### src/rtl/phase_cmd_parser.sv
// phase_cmd_parser
//   Decodes command frames arriving as a byte stream (already in the sys_clk
//   domain) into per-channel phase values. Writes go to a shadow bank; a
//   COMMIT copies the whole shadow bank to the active outputs in one cycle,
//   so every channel switches phase on the same clock.
//
//   Frames (first byte is the opcode):
//     0x01 addr phase : shadow[addr] <= phase
//     0x02            : phases <= shadow, commit_pulse for one cycle
//     0x03 phase      : shadow[all] <= phase
//
// Ports
//   sys_clk       in   system clock, single clock domain
//   rst           in   synchronous active-high reset
//   rx_data       in   received byte
//   rx_valid      in   rx_data valid
//   rx_ready      out  byte can be accepted (always 1 outside reset)
//   err_clear     in   clears the sticky read_error flag
//   phases        out  active phase per channel, unpacked [0:NUM_CHANNELS-1]
//   commit_pulse  out  one-cycle strobe when the active bank is updated
//   read_error    out  sticky frame/protocol error flag
module phase_cmd_parser #(
    parameter int NUM_CHANNELS   = 2,
    parameter int TIMEOUT_CYCLES = 50000
) (
    input  logic       sys_clk,
    input  logic       rst,
    input  logic [7:0] rx_data,
    input  logic       rx_valid,
    output logic       rx_ready,
    input  logic       err_clear,
    output logic [7:0] phases [NUM_CHANNELS],
    output logic       commit_pulse,
    output logic       read_error
);

    localparam int CW = $clog2(TIMEOUT_CYCLES + 1);

    localparam logic [7:0] OP_SET    = 8'h01;
    localparam logic [7:0] OP_COMMIT = 8'h02;
    localparam logic [7:0] OP_SETALL = 8'h03;

    typedef enum logic [1:0] {
        IDLE      = 2'd0,
        GET_ADDR  = 2'd1,
        GET_PHASE = 2'd2
    } state_t;

    state_t        state_q, state_d;
    logic          all_q, all_d;        // current frame is SET_ALL
    logic [7:0]    addr_q, addr_d;
    logic [CW-1:0] cnt_q, cnt_d;        // idle cycles since last byte of a frame
    logic [7:0]    shadow_q [NUM_CHANNELS];
    logic [7:0]    shadow_d [NUM_CHANNELS];
    logic [7:0]    phases_q [NUM_CHANNELS];
    logic [7:0]    phases_d [NUM_CHANNELS];
    logic          commit_q, commit_d;
    logic          err_q, err_d;
    logic          err_set;
    logic          rdy_q;
    logic          accept;
    logic          timeout;
    logic          addr_ok;

    // Gated with rst so the parser reports not-ready in the very cycle reset
    // is raised, not one cycle later.
    assign rx_ready     = rdy_q & ~rst;
    assign accept       = rx_valid & rx_ready;
    assign timeout      = (cnt_q == CW'(TIMEOUT_CYCLES));
    assign addr_ok      = ({1'b0, addr_q} < 9'(NUM_CHANNELS));
    assign phases       = phases_q;
    assign commit_pulse = commit_q;
    assign read_error   = err_q;

    always_comb begin
        state_d  = state_q;
        all_d    = all_q;
        addr_d   = addr_q;
        cnt_d    = cnt_q;
        shadow_d = shadow_q;
        phases_d = phases_q;
        commit_d = 1'b0;
        err_set  = 1'b0;

        unique case (state_q)
            IDLE: begin
                cnt_d = '0;
                if (accept) begin
                    case (rx_data)
                        OP_SET: begin
                            all_d   = 1'b0;
                            state_d = GET_ADDR;
                        end
                        OP_SETALL: begin
                            all_d   = 1'b1;
                            state_d = GET_PHASE;
                        end
                        OP_COMMIT: begin
                            phases_d = shadow_q;
                            commit_d = 1'b1;
                        end
                        default: err_set = 1'b1;   // unknown opcode dropped
                    endcase
                end
            end

            GET_ADDR: begin
                if (accept) begin
                    addr_d  = rx_data;
                    cnt_d   = '0;
                    state_d = GET_PHASE;
                end else if (timeout) begin
                    cnt_d   = '0;
                    err_set = 1'b1;
                    state_d = IDLE;
                end else begin
                    cnt_d = cnt_q + CW'(1);
                end
            end

            GET_PHASE: begin
                if (accept) begin
                    cnt_d   = '0;
                    state_d = IDLE;
                    if (all_q) begin
                        for (int i = 0; i < NUM_CHANNELS; i++)
                            shadow_d[i] = rx_data;
                    end else if (addr_ok) begin
                        for (int i = 0; i < NUM_CHANNELS; i++)
                            if (addr_q == 8'(i))
                                shadow_d[i] = rx_data;
                    end else begin
                        // Out-of-range address: phase byte consumed, no write.
                        err_set = 1'b1;
                    end
                end else if (timeout) begin
                    cnt_d   = '0;
                    err_set = 1'b1;
                    state_d = IDLE;
                end else begin
                    cnt_d = cnt_q + CW'(1);
                end
            end

            default: begin
                cnt_d   = '0;
                state_d = IDLE;
            end
        endcase

        // A new error in the same cycle as err_clear wins.
        if (err_set)
            err_d = 1'b1;
        else if (err_clear)
            err_d = 1'b0;
        else
            err_d = err_q;
    end

    always_ff @(posedge sys_clk) begin
        if (rst) begin
            state_q  <= IDLE;
            all_q    <= 1'b0;
            addr_q   <= '0;
            cnt_q    <= '0;
            commit_q <= 1'b0;
            err_q    <= 1'b0;
            rdy_q    <= 1'b0;
            for (int i = 0; i < NUM_CHANNELS; i++) begin
                shadow_q[i] <= '0;
                phases_q[i] <= '0;
            end
        end else begin
            state_q  <= state_d;
            all_q    <= all_d;
            addr_q   <= addr_d;
            cnt_q    <= cnt_d;
            commit_q <= commit_d;
            err_q    <= err_d;
            rdy_q    <= 1'b1;
            shadow_q <= shadow_d;
            phases_q <= phases_d;
        end
    end

endmodule

### config.mk
export PLATFORM = sky130hd
export DESIGN_NAME = phase_cmd_parser
export DESIGN_NICKNAME = d
export VERILOG_FILES = /design/src/rtl/phase_cmd_parser.sv
export SDC_FILE = /design/constraint.sdc
export NUM_CORES = 1
export LEC_CHECK = 0
export ABC_CLOCK_PERIOD_IN_PS = 2400
export BUFFER_PORTS_ARGS = -buffer_cell sky130_fd_sc_hd__buf_2
export CAP_MARGIN = 20
export CORE_ASPECT_RATIO = 0.8
export CORE_MARGIN = 3
export CORE_UTILIZATION = 42
export CTS_BUF_LIST = sky130_fd_sc_hd__clkbuf_8
export DETAILED_ROUTE_END_ITERATION = 8
export PLACE_DENSITY = 0.72
export SLEW_MARGIN = 20
export SYNTH_ARGS = -nofsm -noshare
export SYNTH_HDL_FRONTEND = slang
export SYNTH_SLANG_ARGS = --single-unit
### constraint.sdc
create_clock -name sys_clk -period 2.4 [get_ports sys_clk]
set_input_delay 0 -clock sys_clk [delete_from_list [all_inputs] [get_ports sys_clk]]
set_output_delay 0 -clock sys_clk [all_outputs]
set_load 0.02 [all_outputs]
==> results.sh <==
export IMPL_final_nets=357
export IMPL_synth_area_leader_cell="dfxtp_1"
export IMPL_avgSynthCellArea_um2=8.918
export IMPL_p_per_area_nw_per_um2=621.8
export IMPL_max_slew_margin_rel=0.4588
export IMPL_ys_seq_area_frac=0.4670
export IMPL_finalSetupViolCount=0
export IMPL_grt_pass1_vias=2096
export IMPL_syn_num_nets=316
export IMPL_critPathArrivalTime_ns=2.21
export IMPL_maxCapViolCount=0
export IMPL_firstDrtPassIters=4
export IMPL_die_w_um=94.94
export IMPL_hp_class="input pin to flip-flop"
export IMPL_multiInputGateArea_um2=1308
export IMPL_cts_htree_levels=3
export IMPL_grt_remaining_overflow=0
export IMPL_nFillCells=567
export IMPL_drt_initial_drc_count=153
export IMPL_synth_most_common_cell="dfxtp_1"
export IMPL_ys_types=45
export IMPL_critPathMaxFanout=17
export IMPL_fin_crit_ns=1.982
export IMPL_outcome="completed"
export IMPL_portBuffers=30
export IMPL_holdWs_ns=0.09113
export IMPL_synth_top_area_frac=0.4670
export IMPL_gp_congestion=0.8629
export IMPL_ys_top_cells_by_count="62 x dfxtp_1, 36 x nor2_1, 28 x a21oi_1"
export IMPL_cp_start_kind="flip-flop"
export IMPL_period_share=0.8260
export IMPL_avgRoutedWirePerCell_um=13.96
export IMPL_hold_viol_final=0
export IMPL_ant_nets=0
export IMPL_tightest_slew_ns=0.8113
export IMPL_root_buffer="clkbuf_8"
export IMPL_ys_ff_latch=62
export IMPL_pre_cts_ws_ns=0.4514
export IMPL_grt_max_degree=26
export IMPL_fin_tns_setup_ns=0
export IMPL_syn2layout_area_growth_pct=18.13
export IMPL_hpwl_mm=3.933
export IMPL_cts_buffers=9
export IMPL_die_h_um=77.15
export IMPL_synth_edf_count=0
export IMPL_syn_area_um2=2658
export IMPL_track_usage=0.1740
export IMPL_start_util=0.4425
export IMPL_finalMaxSlewViolations=0
export IMPL_vdd_drop_max_mv=0.3896
export IMPL_die_area_um2=7324
export IMPL_grt_pass1_wl_mm=10.09
export IMPL_finalInstanceArea_um2=3139
export IMPL_cts_resized=0
export IMPL_antenna_found_initial=0
export IMPL_synthArstFlopShare=0
export IMPL_synthCells=298
export IMPL_synth_area_leaders="dfxtp_1 47%, mux2i_1 6.4%, a21oi_1 5.3%"
export IMPL_drcViolationCount=0
export IMPL_drive_above_1_share=0.1715
export IMPL_diodes=0
export IMPL_worst_setup_path_end_kind="flip-flop"
export IMPL_grt_setup_unrepaired="false"
export IMPL_finClkSkew_ns=0.009153
export IMPL_seq_area_um2=1241
export IMPL_cts_tree="yes"
export IMPL_crit_type="flip-flop to flip-flop"
export IMPL_clk_pin_slew_ns=0.08
export IMPL_ys_flop_type="dfxtp_1"
export IMPL_dpl_instance_area_um2=2875
export IMPL_p_leak_nw=1.063
export IMPL_clk_latency_ns=0.34
export IMPL_max_freq_mhz=504.4
export IMPL_via_per_inst=5.271
export IMPL_setup_ws_ns=0.4176
export IMPL_vias=2240
export IMPL_io_pins=31
export IMPL_wl_mm=5.931
export IMPL_yosys_warnings=0
export IMPL_core_um2=6006
export IMPL_clkSinkCount=62
export IMPL_clockBufferDepth=2
export IMPL_cp_required_ns=2.63
export IMPL_num_rows=25
power by group:
| part | switching [W] | internal [W] | total, W |
|---|---|---|---|
| Clock | 0.000422 | 0.000407 | 0.000829 |
| Sequential | 0.00000349 | 0.00103 | 0.00104 |
| Combinational | 0.0000539 | 0.0000335 | 0.0000874 |
| Total | 0.000479 | 0.00147 | 0.00195 |
per-stage QoR:
step / power, W / util / instances
after floorplan: 0.001102 / - / 298
after global placement: 0.001134 / 0.4788 / 401
after detailed placement: 0.001134 / 0.4788 / 401
after CTS: 0.001980 / 0.5227 / 425
after global routing: 0.002030 / 0.5227 / 425
final: 0.001952 / 0.5227 / 425
sequential cells by signal (all words and copies together), names as in the netlist:
signal / count
shadow_q: 16
commit_pulse: 1
cnt_q: 16
all_q: 1
rdy_q: 1
read_error: 1
phases: 16
addr_q: 8
state_q: 2
worst paths after layout:
check | start | end | slack, ns | cells past startpoint
setup / recovery | state_q[1] | phases[12] | 0.42 | 7
hold / removal | err_clear | read_error | 0.09 | 3
setup reg to reg | state_q[1] | phases[12] | 0.42 | 7
hold reg to reg | addr_q[3] | addr_q[3] | 0.46 | 2
worst max-delay path: stages, from the launching register on:
cell	delay, ns
dfxtp_1	0.34
inv_1	0.09
ha_1	0.24
nand4b_1	0.23
nor4_4	0.31
buf_4	0.33
mux2i_1	0.25
nor2_1	0.07
final cells by class:
| type | instances | area share |
|---|---|---|
| sequential | 62 | 0.3954 |
| timing repair buffer | 43 | 0.08529 |
| tap | 81 | 0.03228 |
| inverter | 10 | 0.01196 |
| multi-input combinational | 213 | 0.4165 |
| clock inverter | 6 | 0.01475 |
| clock buffer | 10 | 0.04384 |
kinds of logic after synthesis:
family	Yosys count	share of synthesized area
buffers and inverters	23	0.04426
AOI/OAI and AO/OA	59	0.1271
adders and majority gates	6	0.02825
muxes	17	0.06403
DFF	62	0.4670
xor gates and xnor gates	11	0.03626
and+or+nand+nor	120	0.2331
timing repair:
item,4_1_cts,5_1_grt
hold buffers,8,0
endpoints found under the hold margin,24,0
buffers inserted,0,0
placed cells by master, fill, tap and decap left out, types with 3 or more instances in the layout:
cell | netlist | layout
a21oi_1 | 28 | 28
xnor2_1 | 9 | 9
o21ai_0 | 17 | 17
nor2_1 | 36 | 36
or4_1 | 3 | 3
nand2_1 | 25 | 25
buf_2 | 0 | 30
nor3_1 | 5 | 5
nand3_1 | 21 | 21
dfxtp_1 | 62 | 62
ha_1 | 6 | 6
inv_1 | 10 | 10
mux2i_1 | 17 | 17
nor4_1 | 6 | 6
clkbuf_8 | 0 | 10
o31ai_1 | 3 | 3
dlygate4sd3_1 | 0 | 8
buf_4 | 0 | 5
layer usage:
metal	up-vias	global-route usage	wire length (um)
met1	1038	0.2429	2867
met3	9	0.05490	309
li1	1131	-	-
met2	62	0.2435	2685
met5	-	0	0
met4	0	0.07637	68
Note: power is estimated with default switching activity, not from simulation.
